### config.mk
export PLATFORM = sky130hd
export DESIGN_NAME = tetris_grid_reader
export DESIGN_NICKNAME = d
export VERILOG_FILES = /design/src/rtl/tetris_pkg.sv /design/src/rtl/tetris_event_counter.sv /design/src/rtl/tetris_grid_reader.sv
export SDC_FILE = /design/constraint.sdc
export NUM_CORES = 1
export LEC_CHECK = 0
export CAP_MARGIN = 20
export CORE_MARGIN = 1
export CORE_UTILIZATION = 50
export DETAILED_ROUTE_END_ITERATION = 8
export PLACE_DENSITY_LB_ADDON = 0.08
export SETUP_SLACK_MARGIN = 0.3
export SYNTH_ARGS = -nofsm -noshare
export SYNTH_HDL_FRONTEND = slang
export SYNTH_SLANG_ARGS = --single-unit
### constraint.sdc
create_clock -name clk -period 21.5 [get_ports clk]
set_clock_uncertainty 0.05 [all_clocks]
set_input_delay 2.15 -clock clk [delete_from_list [all_inputs] [get_ports clk]]
set_output_delay 2.15 -clock clk [all_outputs]
set_load 0.01 [all_outputs]
### src/rtl/tetris_pkg.sv
// Shared constants and types for the tetris grid reader: geometry, register map, CTRL bits.
package tetris_pkg;

    localparam int unsigned GRID_ROWS   = 20;
    localparam int unsigned GRID_COLS   = 10;
    localparam int unsigned AVS_DATA_W  = 32;
    localparam int unsigned AVS_ADDR_W  = 5;
    localparam int unsigned LINES_W_DEF = 16;
    localparam int unsigned GEN_W       = 8;

    // Control/status words sit directly above the snapshot rows.
    localparam int unsigned OFS_STATUS  = 0;
    localparam int unsigned OFS_LINES   = 1;
    localparam int unsigned OFS_CTRL    = 2;
    localparam int unsigned OFS_GEN     = 3;

    localparam int unsigned ADDR_STATUS = GRID_ROWS + OFS_STATUS;
    localparam int unsigned ADDR_LINES  = GRID_ROWS + OFS_LINES;
    localparam int unsigned ADDR_CTRL   = GRID_ROWS + OFS_CTRL;
    localparam int unsigned ADDR_GEN    = GRID_ROWS + OFS_GEN;

    localparam int unsigned CTRL_SNAP_BIT   = 0;
    localparam int unsigned CTRL_IRQ_EN_BIT = 1;
    localparam int unsigned CTRL_CLR_BIT    = 2;

    typedef enum logic {
        SNAP_IDLE    = 1'b0,
        SNAP_CAPTURE = 1'b1
    } snap_state_t;

endpackage

### src/rtl/tetris_event_counter.sv
// Edge detection on row_cleared/game_over, saturating cleared-line counter and pending flag.
module tetris_event_counter #(
    parameter int unsigned LINES_W = 16
) (
    input  logic               clk,
    input  logic               rst,
    input  logic               row_cleared_i,
    input  logic               game_over_i,
    input  logic               clr_i,
    output logic [LINES_W-1:0] lines_o,
    output logic               pending_o
);

    logic               row_prev_q;
    logic               go_prev_q;
    logic [LINES_W-1:0] lines_q;
    logic [LINES_W-1:0] lines_d;
    logic               pending_q;
    logic               pending_d;
    logic               row_rise;
    logic               go_rise;

    assign row_rise = row_cleared_i & ~row_prev_q;
    assign go_rise  = game_over_i & ~go_prev_q;

    // Clear is applied first so an event in the same cycle still lands on top of it.
    always_comb begin
        lines_d   = lines_q;
        pending_d = pending_q;
        if (clr_i) begin
            lines_d   = '0;
            pending_d = 1'b0;
        end
        if (row_rise && (lines_d != '1)) begin
            lines_d = lines_d + LINES_W'(1);
        end
        if (row_rise || go_rise) begin
            pending_d = 1'b1;
        end
    end

    always_ff @(posedge clk or posedge rst) begin
        if (rst) begin
            row_prev_q <= 1'b0;
            go_prev_q  <= 1'b0;
            lines_q    <= '0;
            pending_q  <= 1'b0;
        end else begin
            row_prev_q <= row_cleared_i;
            go_prev_q  <= game_over_i;
            lines_q    <= lines_d;
            pending_q  <= pending_d;
        end
    end

    assign lines_o   = lines_q;
    assign pending_o = pending_q;

endmodule

### src/rtl/tetris_grid_reader.sv
// CPU-side reader: atomic playfield snapshot on request, Avalon-MM register access, line-clear irq.
module tetris_grid_reader
    import tetris_pkg::*;
#(
    parameter int unsigned ROWS    = GRID_ROWS,
    parameter int unsigned COLS    = GRID_COLS,
    parameter int unsigned DATA_W  = AVS_DATA_W,
    parameter int unsigned ADDR_W  = AVS_ADDR_W,
    parameter int unsigned LINES_W = LINES_W_DEF
) (
    input  logic                 clk,
    input  logic                 reset,
    input  logic [ROWS*COLS-1:0] grid_state,
    input  logic                 row_cleared,
    input  logic                 game_over,
    input  logic [ADDR_W-1:0]    avs_address,
    input  logic                 avs_read,
    input  logic                 avs_write,
    input  logic [DATA_W-1:0]    avs_writedata,
    output logic [DATA_W-1:0]    avs_readdata,
    output logic                 avs_readdatavalid,
    output logic                 avs_waitrequest,
    output logic                 irq
);

    localparam int unsigned       ROW_IDX_W = (ROWS > 1) ? $clog2(ROWS) : 1;
    localparam logic [ADDR_W-1:0] A_ROWS    = ADDR_W'(ROWS);
    localparam logic [ADDR_W-1:0] A_STATUS  = ADDR_W'(ROWS + OFS_STATUS);
    localparam logic [ADDR_W-1:0] A_LINES   = ADDR_W'(ROWS + OFS_LINES);
    localparam logic [ADDR_W-1:0] A_CTRL    = ADDR_W'(ROWS + OFS_CTRL);
    localparam logic [ADDR_W-1:0] A_GEN     = ADDR_W'(ROWS + OFS_GEN);

    snap_state_t               state_q;
    snap_state_t               state_d;
    logic                      snap_load_c;
    logic [ROWS-1:0][COLS-1:0] snap_q;
    logic                      snap_valid_q;
    logic [GEN_W-1:0]          gen_q;
    logic                      irq_en_q;
    logic                      irq_q;
    logic                      waitreq_q;
    logic                      rdvalid_q;
    logic [DATA_W-1:0]         rdata_q;
    logic [DATA_W-1:0]         rdata_c;

    logic                      rd_acc;
    logic                      wr_acc;
    logic                      wr_ctrl;
    logic                      clr;
    logic [ROW_IDX_W-1:0]      row_idx;
    logic [LINES_W-1:0]        lines;
    logic                      pending;
    logic                      unused_wdata;

    // A simultaneous write wins; the read is dropped without a valid pulse.
    assign wr_acc       = avs_write & ~waitreq_q;
    assign rd_acc       = avs_read & ~avs_write & ~waitreq_q;
    assign wr_ctrl      = wr_acc & (avs_address == A_CTRL);
    assign clr          = wr_ctrl & avs_writedata[CTRL_CLR_BIT];
    assign row_idx      = ROW_IDX_W'(avs_address);
    assign unused_wdata = ^avs_writedata[DATA_W-1:CTRL_CLR_BIT+1];

    tetris_event_counter #(
        .LINES_W (LINES_W)
    ) u_events (
        .clk           (clk),
        .rst           (reset),
        .row_cleared_i (row_cleared),
        .game_over_i   (game_over),
        .clr_i         (clr),
        .lines_o       (lines),
        .pending_o     (pending)
    );

    always_comb begin
        state_d     = state_q;
        snap_load_c = 1'b0;
        unique case (state_q)
            SNAP_IDLE: begin
                if (wr_ctrl && avs_writedata[CTRL_SNAP_BIT]) begin
                    state_d = SNAP_CAPTURE;
                end
            end
            SNAP_CAPTURE: begin
                snap_load_c = 1'b1;
                state_d     = SNAP_IDLE;
            end
        endcase
    end

    always_ff @(posedge clk or posedge reset) begin
        if (reset) begin
            state_q   <= SNAP_IDLE;
            waitreq_q <= 1'b0;
        end else begin
            state_q   <= state_d;
            waitreq_q <= (state_d == SNAP_CAPTURE);
        end
    end

    // Whole frame is loaded in one edge, so the CPU never sees a torn snapshot.
    always_ff @(posedge clk or posedge reset) begin
        if (reset) begin
            snap_q       <= '0;
            snap_valid_q <= 1'b0;
            gen_q        <= '0;
        end else if (snap_load_c) begin
            snap_q       <= grid_state;
            snap_valid_q <= 1'b1;
            gen_q        <= gen_q + GEN_W'(1);
        end
    end

    always_ff @(posedge clk or posedge reset) begin
        if (reset) begin
            irq_en_q <= 1'b0;
            irq_q    <= 1'b0;
        end else begin
            if (wr_ctrl) begin
                irq_en_q <= avs_writedata[CTRL_IRQ_EN_BIT];
            end
            irq_q <= irq_en_q & pending;
        end
    end

    always_comb begin
        rdata_c = '0;
        case (avs_address)
            A_STATUS: rdata_c = DATA_W'({pending, game_over, snap_valid_q});
            A_LINES:  rdata_c = DATA_W'(lines);
            A_CTRL:   rdata_c = DATA_W'({irq_en_q, 1'b0});
            A_GEN:    rdata_c = DATA_W'(gen_q);
            default: begin
                if (avs_address < A_ROWS) begin
                    rdata_c = DATA_W'(snap_q[row_idx]);
                end
            end
        endcase
    end

    always_ff @(posedge clk or posedge reset) begin
        if (reset) begin
            rdata_q   <= '0;
            rdvalid_q <= 1'b0;
        end else begin
            rdvalid_q <= rd_acc;
            if (rd_acc) begin
                rdata_q <= rdata_c;
            end
        end
    end

    assign avs_readdata      = rdata_q;
    assign avs_readdatavalid = rdvalid_q;
    assign avs_waitrequest   = waitreq_q;
    assign irq               = irq_q;

endmodule

==> reports/qor.yml, run 1 <==
floorplan:
  die_h_um: 152
  initial_core_util_pct: 51.3
  die_area_mm2: 0.0231
  fp-row-count: 54
  core_area_mm2: 0.0220
  fp.dieW_um: 152
  num_io_pins: 278
sta:
  max_freq_mhz: 229
  finalHoldViolCount: 0
  maxSlewViolCount: 0
  setup_viol: 0
  worstMarginPinSlew_ns: 0.946
  fin_tns_setup_ns: 0
  period_needed_ns: 4.36
  min_period_over_period_pct: 20.3
  grt_setup_unrepaired: "no"
  relSlewSlack_pct: 36.5
synthesis:
  synthArstFlopShare_pct: 100
  synth_ff_type: "dfrtp_1"
  synth-edff-count: 0
  avgSynthCellArea_um2: 14.7
  synthSimpleGateAreaFrac_pct: 4.80
  synthXorXnorAreaFrac_pct: 0.622
  yosysWarnings: 0
  muxShareOfSynthArea_pct: 31.3
  synth_top_family_by_area: "multiplexers"
  synth-adder-area-share_pct: 0.111
  ys_ff_latch: 248
  synth_area_mm2: 0.0113
  postSynthCellCount: 769
  ys_types: 53
  seq_area_frac_synth_pct: 55.1
  synth-compound-area-share_pct: 5.06
cells_and_area:
  fin_nets: 1231
  drive_gt1_share_pct: 31.5
  syn_to_final_growth_pct: 30.0
  fillCellCount: 1657
  finalNonFillerCells: 1289
critical_path:
  worst_setup_path_start_kind: "primary input"
  worstPathCellList: "clkdlybuf4s50_1 -> and3b_1 -> nand3_1 -> a311oi_1 -> mux2i_1"
  critPathMaxFanout: 15
  required_ns: 21.91
  arrival_ns: 4.77
  r2r_end: "gen_q[7]$_DFFE_PP0P_"
  path_class: "primary input to flop"
  worst_setup_path_end_kind: "flop"
  endpoint: "u_events.lines_o[4]$_DFF_PP0_"
  timing.reg2reg.setup_slack_ns: 18.74
  crit_start: "avs_address[2]"
  cpPeakStageDelay_ns: 1.01
  crit_slowest_cell: "clkdlybuf4s50_1"
  r2r_cells: 6
  r2r_start: "avs_waitrequest$_DFF_PP0_"
placed_design:
  dp_hpwl_um: 18300
  port_buffers: 232
  placed_cells: 1237
  gp_congestion: 0.839
power_and_ir_drop:
  power_leakage_nw: 6.45
  p_per_area_mw_per_mm2: 81.8
  ir_drop_uv: 55.7
  p_total_w: 0.00120
clock_network:
  cts_made_buffers: 27
  ctsHoldBuffers: 0
  post_cts_buffers: 0
  clk_latency_ns: 0.53
  clockBufferDepth: 3
  h-tree-depth: 1
  cts.sinks: 248
  cts_tree: "built"
  cts.clk_slew.worst_paths_ns: 0.06
  root_buffer: "clkbuf_16"
  cts-resized-gates: 0
global_routing:
  grt_max_degree: 120
  grt_pass1_wl_um: 43400
  globalRouteOverflowTotal: 0
  grt_pass1_vias: 7697
  gr-usage-all-layers_pct: 24.0
  antenna_found_initial: 0
min_path:
  min_path_type: "flop to flop"
routing:
  vias_per_cell: 5.64
  vias: 7274
  detail_route.first_pass.iterations: 7
  drcViolationCount: 22
  wl_per_cell_um: 20.8
  wirelength_um: 26800
  ant_nets: 0
  drtIter0Drc: 414
outcome:
  status: "finished with violations"
  violations: "design-rule violations"
flow_run:
  max_cap_viol_count: 0
-- kinds of logic after synthesis --
logic type               after synthesis
multiplexers                         263
AND/OR/NAND/NOR                      101
XOR/XNOR                               8
adder cells (fa/ha/maj)                1
buffers and inverters                 70
flip-flops                           248
other                                  1
AO/OA/AOI/OAI                         77
-- metal layers --
layer / vias up / share of wire [%] / GRT usage, %
li1: 3302 / - / -
met1: 3704 / 41 / 32.1
met2: 233 / 48 / 38.6
met3: 35 / 8.3 / 6.85
met4: 0 / 2.4 / 6.51
met5: - / 0 / 0
-- cell usage after synthesis, types with 4 or more instances --
cell / count / area [µm²]
a31oi_1: 7 / 43.8
xnor2_1: 7 / 61.3
buf_4: 16 / 120
o22a_1: 6 / 52.6
nand2_1: 35 / 131
a22oi_1: 17 / 128
nand3_1: 14 / 70.1
mux2_2: 207 / 2330
or4_1: 5 / 37.5
clkbuf_1: 42 / 158
o31ai_1: 4 / 30.0
a221o_1: 7 / 70.1
nor2_1: 9 / 33.8
nor2b_1: 5 / 31.3
nand4_1: 5 / 31.3
dfrtp_1: 248 / 6210
a21oi_1: 15 / 75.1
and3_1: 4 / 25.0
buf_2: 7 / 35.0
mux2i_1: 5 / 50.1
mux4_2: 51 / 1150
o21ai_0: 6 / 30.0
-- where the power goes --
group / internal [W] / switching [W] / total [W]
sequential: 0.000527 / 0.0000366 / 0.000563
clock: 0.000276 / 0.000185 / 0.000461
combinational: 0.000112 / 0.0000618 / 0.000174
-- placed cells by master, fill, tap and decap left out, types with 3 or more instances in the layout --
cell type / netlist / routed
a22oi_1: 17 / 17
o31ai_1: 4 / 4
dfrtp_1: 248 / 247
conb_1: 1 / 16
xnor2_1: 7 / 7
clkbuf_8: 0 / 13
nor2_1: 9 / 9
nand2b_1: 3 / 3
a221o_1: 7 / 7
or4_1: 5 / 5
nor2b_1: 5 / 5
nor3_1: 3 / 3
a21oi_1: 15 / 15
nand4_1: 5 / 5
clkdlybuf4s50_1: 0 / 230
and3_1: 4 / 4
o21ai_0: 6 / 6
and2_1: 3 / 3
clkbuf_16: 0 / 27
mux2i_1: 5 / 5
mux4_2: 51 / 51
nor3b_1: 3 / 3
a2111o_1: 3 / 3
buf_4: 16 / 8
nand2_1: 35 / 35
clkbuf_1: 42 / 8
a31oi_1: 7 / 7
mux2_2: 207 / 207
o22a_1: 6 / 6
nand3_1: 14 / 14
-- final cells by class --
type,count,area [µm²],share of cell area [%]
antenna,1,2.50,0.0171
tap,280,350,2.39
inverter,4,22.5,0.154
multi-input combinational,466,4780,32.6
clock buffer,48,885,6.03
timing repair buffer,240,2390,16.3
sequential,248,6210,42.4
clock inverter,2,17.5,0.120
-- state kept, by name (all words and copies together), names as in the netlist --
name                 count
u_events.row_prev_q      1
snap_valid_q             1
irq_en_q                 1
avs_readdatavalid        1
u_events.lines_o        16
gen_q                    8
snap_q                 200
irq                      1
u_events.go_prev_q       1
u_events.pending_o       1
avs_waitrequest          1
avs_readdata            16
-- worst max-delay path, delay by kind of cell --
kind                   cells  cell delay (ns)
AO/OA/AOI/OAI              1             0.44
multiplexers               1             0.23
buffers and inverters      1             1.01
AND/OR/NAND/NOR            2             0.93
-- how the worst min path moves through the flow --
stage,startpoint,end,depth (start not counted)
2_1_floorplan,snap_valid_q$_DFFE_PP0P_,snap_valid_q$_DFFE_PP0P_,1
4_1_cts,snap_valid_q$_DFFE_PP0P_,snap_valid_q$_DFFE_PP0P_,1
6_report,snap_valid_q$_DFFE_PP0P_,snap_valid_q$_DFFE_PP0P_,1
3_5_place_dp,snap_valid_q$_DFFE_PP0P_,snap_valid_q$_DFFE_PP0P_,1
5_1_grt,snap_valid_q$_DFFE_PP0P_,snap_valid_q$_DFFE_PP0P_,1
3_3_place_gp,snap_valid_q$_DFFE_PP0P_,snap_valid_q$_DFFE_PP0P_,1
-- stage by stage --
step	utilization, %	hold WS, ns	instance area (µm²)	worst slack (ns)
2_1_floorplan	-	0.378	11300	12.49
3_3_place_gp	62.5	0.394	13700	16.64
3_5_place_dp	62.5	0.394	13700	16.61
4_1_cts	66.6	0.409	14600	16.80
5_1_grt	66.7	0.423	14700	16.97
6_report	66.8	0.407	14700	17.14
Power figures use the tool's default switching activity.
==> inputs of run 2 (changes only) <==
clock period = 4.55 ns   (was 21.5 ns; I/O delays follow)
==> reports/qor.yml, run 2 (synthesis results as in run 1) <==
power_and_ir_drop:
  power_leakage_nw: 6.45  # about the same
  power_switching_w: 0.00133  # +370%
  p_total_w: 0.00561  # +370%
  ir_drop_uv: 322  # +480%
  swShare_pct: 23.7  # +0.11 points
  p_int_w: 0.00428  # +370%
  power_frac_comb_pct: 14.7  # +0.2 points
  seq_power_share_pct: 47.5  # +0.5 points
  pwr-share-clk_pct: 37.9  # -0.6 points
  p_per_area_mw_per_mm2: 383  # +370%
critical_path:
  worst_setup_path_start_kind: "flop"
  arrival_ns: 3.09  # -1.68 ns
  worst_setup_path_end_kind: "flop"
  critPathMaxFanout: 51  # +36
  path_class: "flop to flop"
  required_ns: 4.92  # -16.99 ns
outcome:
  violations: "design-rule violations"
  status: "finished with violations"
clock_network:
  cts_tree: "built"
  ctsHoldBuffers: 0  # unchanged
  cts.clk_slew.worst_paths_ns: 0.06  # about the same
  clockBufferDepth: 3  # unchanged
  clk_latency_ns: 0.53  # about the same
  root_buffer: "clkbuf_16"
  cts_made_buffers: 27  # unchanged
  cts-resized-gates: 0  # unchanged
  cts.sinks: 248  # unchanged
  h-tree-depth: 1  # unchanged
  post_cts_buffers: 0  # unchanged
routing:
  wirelength_um: 26400  # -1.7%
  vias: 7317  # +0.59%
  wl_per_cell_um: 20.4  # -1.8%
  drcViolationCount: 26  # +18%
  vias_per_cell: 5.67  # +0.44%
  detail_route.first_pass.iterations: 8  # +1
  drtIter0Drc: 362  # -13%
  ant_nets: 0  # unchanged
global_routing:
  grt_pass1_vias: 7629  # -0.88%
  gr-usage-all-layers_pct: 23.5  # -0.54 points
  grt_max_degree: 116  # -3.3%
  globalRouteOverflowTotal: 0  # unchanged
  antenna_found_initial: 4  # +4
  grt_pass1_wl_um: 42300  # -2.5%
sta:
  finalHoldViolCount: 0  # unchanged
  relSlewSlack_pct: 30.5  # -6.0 points
  grt_setup_unrepaired: "no"
  period_needed_ns: 2.72
  min_period_over_period_pct: 59.8
  fin_tns_setup_ns: 0  # unchanged
  max_freq_mhz: 368
  worst_hold_slack_ns: 0.378  # -0.0287 ns
  maxSlewViolCount: 0  # unchanged
  setup_viol: 0  # unchanged
  worstMarginPinSlew_ns: 1.04  # +0.0894 ns
floorplan:
  die_area_mm2: 0.0231  # unchanged
  die_h_um: 152  # unchanged
  fp-row-count: 54  # unchanged
  core_area_mm2: 0.0220  # unchanged
  fp.dieW_um: 152  # unchanged
  num_io_pins: 278  # unchanged
  initial_core_util_pct: 51.3  # unchanged
cells_and_area:
  largest_reg_flops: 200  # unchanged
  fin_nets: 1236  # +0.41%
  fin_area_mm2: 0.0146  # about the same
  max_flop_register: "snap_q"
  drive_gt1_share_pct: 31.8  # +0.27 points
  layout_common_cells: "dfrtp_1 (247), clkdlybuf4s50_1 (230), mux2_2 (207), mux4_2 (51), nand2_1 (35)"
  syn_to_final_growth_pct: 30.0  # about the same
  layout_commonest_cell: "dfrtp_1"
placed_design:
  port_buffers: 232  # unchanged
  dp_hpwl_um: 18400  # +0.73%
  place_area_mm2: 0.0138  # +0.39%
  gp_congestion: 0.838  # -0.19%
flow_run:
  max_cap_viol_count: 0  # unchanged
min_path:
  min_path_type: "primary input to flop"
==> run 2: cell types whose count changed in the layout (fill, tap and decap cells not counted), moves of 2 or more <==
cell,previous run,this run
clkbuf_8,13,7
buf_4,8,13
clkinv_2,0,3
clkbuf_1,8,6
==> run 2: critical path, cell delays in order, from the launching register on <==
cell and delay (ns):
dfrtp_4 0.83, nor2_1 0.11, nand2_1 0.53, clkinv_1 0.68, o22a_1 0.40
==> run 2: final timing paths <==
check / start / endpoint / slack (ns) / depth (start not counted)
worst min register to register: snap_valid_q$_DFFE_PP0P_ / snap_valid_q$_DFFE_PP0P_ / 0.41 / 1
worst min-delay path: row_cleared / u_events.row_prev_q$_DFF_PP0_ / 0.38 / 1
min in group asynchronous: reset / snap_q[184]$_DFFE_PP0P_ / 0.42 / 3
max in group asynchronous: reset / avs_waitrequest$_DFF_PP0_ / 3.18 / 3
worst max-delay path: avs_waitrequest$_DFF_PP0_ / avs_readdata[7]$_DFFE_PP0P_ / 1.83 / 4
worst max register to register: avs_waitrequest$_DFF_PP0_ / avs_readdata[7]$_DFFE_PP0P_ / 1.83 / 4
==> run 2: metal layers <==
metal,track usage (%),vias up,share of wire [%]
met5,0,-,0.091
met4,6.75,2,2.6
met3,6.66,40,8.0
met2,38.2,256,48
met1,30.8,3708,41
li1,-,3311,-
==> run 2: cell type report <==
cell class,count,area [µm²]
Antenna cell,2,5.00
Clock buffer,40,795
Clock inverter,6,62.6
Fill cell,1623,7310
Inverter,4,18.8
Multi-Input combinational cell,466,4780
Sequential cell,248,6210
Tap cell,280,350
Timing Repair Buffer,245,2420
==> run 2: through the flow <==
stage	util (%)	std cells	worst slack, ns
floorplan	-	784	0.785
global placement	62.8	1243	1.70
detailed placement	62.8	1243	1.72
CTS	66.7	1289	1.71
global route	66.7	1290	1.58
finish	66.7	1291	1.83
==> run 2: power groups by stage <==
stage               combinational [W]  sequential (W)  clock [W]
floorplan                    0.000509         0.00265          0
global placement             0.000816         0.00269          0
detailed placement           0.000831         0.00270          0
CTS                          0.000836         0.00266    0.00216
global route                 0.000890         0.00270    0.00225
finish                       0.000823         0.00266    0.00212
==> inputs of run 3 (changes only) <==
clock period = 2.8 ns   (was 4.55 ns; I/O delays follow)
==> reports/qor.yml, run 3 (synthesis results as in run 1) <==
cells_and_area:
  max_flop_register: "snap_q"
  layout_commonest_cell: "dfrtp_1"
  largest_reg_flops: 200  # unchanged
  multi_input_area_mm2: 0.00478  # unchanged
  syn_to_final_growth_pct: 31.4
  regArea_mm2: 0.00621  # unchanged
  layout_common_cells: "dfrtp_1 (247), clkdlybuf4s50_1 (230), mux2_2 (207), mux4_2 (51), nand2_1 (35)"
  drive_gt1_share_pct: 32.6  # +0.74 points
  fillCellCount: 1568  # -3.4%
  fin_nets: 1247  # +0.89%
critical_path:
  arrival_ns: 2.51  # -0.58 ns
  cpLargestDelayFamily: "simple AND/OR/NAND/NOR gates"
  worstPathCellList: "and4bb_2 -> nand3_1 -> a311oi_1 -> mux2i_1"
  cpPeakStageDelay_ns: 0.61  # -0.22 ns
  path_class: "flop to flop"
  path_buf_inv: 0  # -1
  critPathMaxFanout: 23  # -55%
  required_ns: 3.19  # -1.73 ns
  worst_setup_path_end_kind: "flop"
  worst_setup_path_start_kind: "flop"
  crit_slowest_cell: "dfrtp_4"
clock_network:
  root_buffer: "clkbuf_16"
  post_cts_buffers: 0  # unchanged
  cts-resized-gates: 0  # unchanged
  cts.sinks: 248  # unchanged
  cts.clk_slew.worst_paths_ns: 0.06  # about the same
  clockBufferDepth: 3  # unchanged
  ctsHoldBuffers: 0  # unchanged
  clk_latency_ns: 0.53  # about the same
  h-tree-depth: 1  # unchanged
  cts_made_buffers: 27  # unchanged
  cts_tree: "built"
power_and_ir_drop:
  p_per_area_mw_per_mm2: 619  # +62%
  power_leakage_nw: 6.54  # +1.3%
  p_total_w: 0.00917  # +63%
  ir_drop_uv: 461  # +43%
sta:
  setup_viol: 0  # unchanged
  max_freq_mhz: 472  # +28%
  worst_hold_slack_ns: 0.104  # -0.274 ns
  min_period_over_period_pct: 75.6  # +16 points
  period_needed_ns: 2.12  # -0.602 ns
  setup_ws_ns: 0.683  # -1.15 ns
  finalHoldViolCount: 0  # unchanged
  relSlewSlack_pct: 43.9  # +13 points
  maxSlewViolCount: 0  # unchanged
  worstMarginPinSlew_ns: 0.842  # -0.193 ns
  grt_setup_unrepaired: "no"
floorplan:
  die_area_mm2: 0.0231  # unchanged
  fp-row-count: 54  # unchanged
  initial_core_util_pct: 51.3  # unchanged
  fp.dieW_um: 152  # unchanged
  die_h_um: 152  # unchanged
  num_io_pins: 278  # unchanged
  core_area_mm2: 0.0220  # unchanged
routing:
  vias_per_cell: 5.61  # -1.1%
  wirelength_um: 26800  # +1.4%
  ant_nets: 0  # unchanged
  vias: 7313  # -0.055%
  wl_per_cell_um: 20.5  # +0.44%
  detail_route.first_pass.iterations: 9  # +1
  drtIter0Drc: 445  # +23%
  drcViolationCount: 13  # -50%
flow_run:
  max_cap_viol_count: 0  # unchanged
global_routing:
  globalRouteOverflowTotal: 0  # unchanged
  gr-usage-all-layers_pct: 23.9  # +0.45 points
  grt_pass1_wl_um: 43000  # +1.7%
  grt_max_degree: 66  # -43%
  grt_pass1_vias: 7554  # -0.98%
  antenna_found_initial: 1  # -3
placed_design:
  dp_hpwl_um: 18900  # +2.6%
  gp_congestion: 0.822  # -1.9%
  port_buffers: 232  # unchanged
  detailedPlace.worstSlack_ns: 0.392  # -1.33 ns
outcome:
  violations: "design-rule violations"
  status: "finished with violations"
min_path:
  min_path_type: "primary input to asynchronous set/reset pin"
## run 3: per-stage QoR
stage	util (%)	instances	instance area [µm²]	TNS (ns)
after floorplan	-	784	11300	-195.85
after global placement	63.4	1254	13900	0
after detailed placement	63.4	1254	13900	0
after CTS	67.4	1303	14800	0
after global routing	67.4	1304	14800	0
final	67.4	1304	14800	0
## run 3: layout make-up
cell class / instances / share of cell area (%)
clock buffer: 43 / 5.51
tap: 280 / 2.37
inverter: 4 / 0.127
timing repair buffer: 256 / 17.4
sequential: 248 / 41.9
clock inverter: 6 / 0.397
multi-input combinational: 466 / 32.3
antenna: 1 / 0.0169
## run 3: per-layer routing
metal | vias up | wire (µm) | global-route usage (%)
met5 | - | 0 | 0
met4 | 0 | 572 | 6.22
li1 | 3335 | - | -
met1 | 3696 | 11100 | 32.0
met3 | 39 | 2060 | 6.37
met2 | 243 | 13100 | 39.0
## run 3: worst paths after layout
path / startpoint / endpoint / slack (ns) / cells after the start
max: avs_waitrequest$_DFF_PP0_ / u_events.lines_o[4]$_DFF_PP0_ / 0.68 / 4
min: reset / snap_q[45]$_DFFE_PP0P_ / 0.10 / 2
max reg2reg: avs_waitrequest$_DFF_PP0_ / u_events.lines_o[4]$_DFF_PP0_ / 0.68 / 4
min reg2reg: snap_valid_q$_DFFE_PP0P_ / snap_valid_q$_DFFE_PP0P_ / 0.42 / 1
max in group asynchronous: reset / snap_q[15]$_DFFE_PP0P_ / 1.86 / 3
min in group clk: row_cleared / u_events.row_prev_q$_DFF_PP0_ / 0.20 / 1
## run 3: power by group
part / leakage (nW) / switching [W] / total (W) / internal, W
Combinational: 2.83 / 0.000482 / 0.00137 / 0.000884
Clock: 0.434 / 0.00140 / 0.00348 / 0.00208
Sequential: 3.28 / 0.000284 / 0.00433 / 0.00404
Total: 6.54 / 0.00217 / 0.00917 / 0.00701
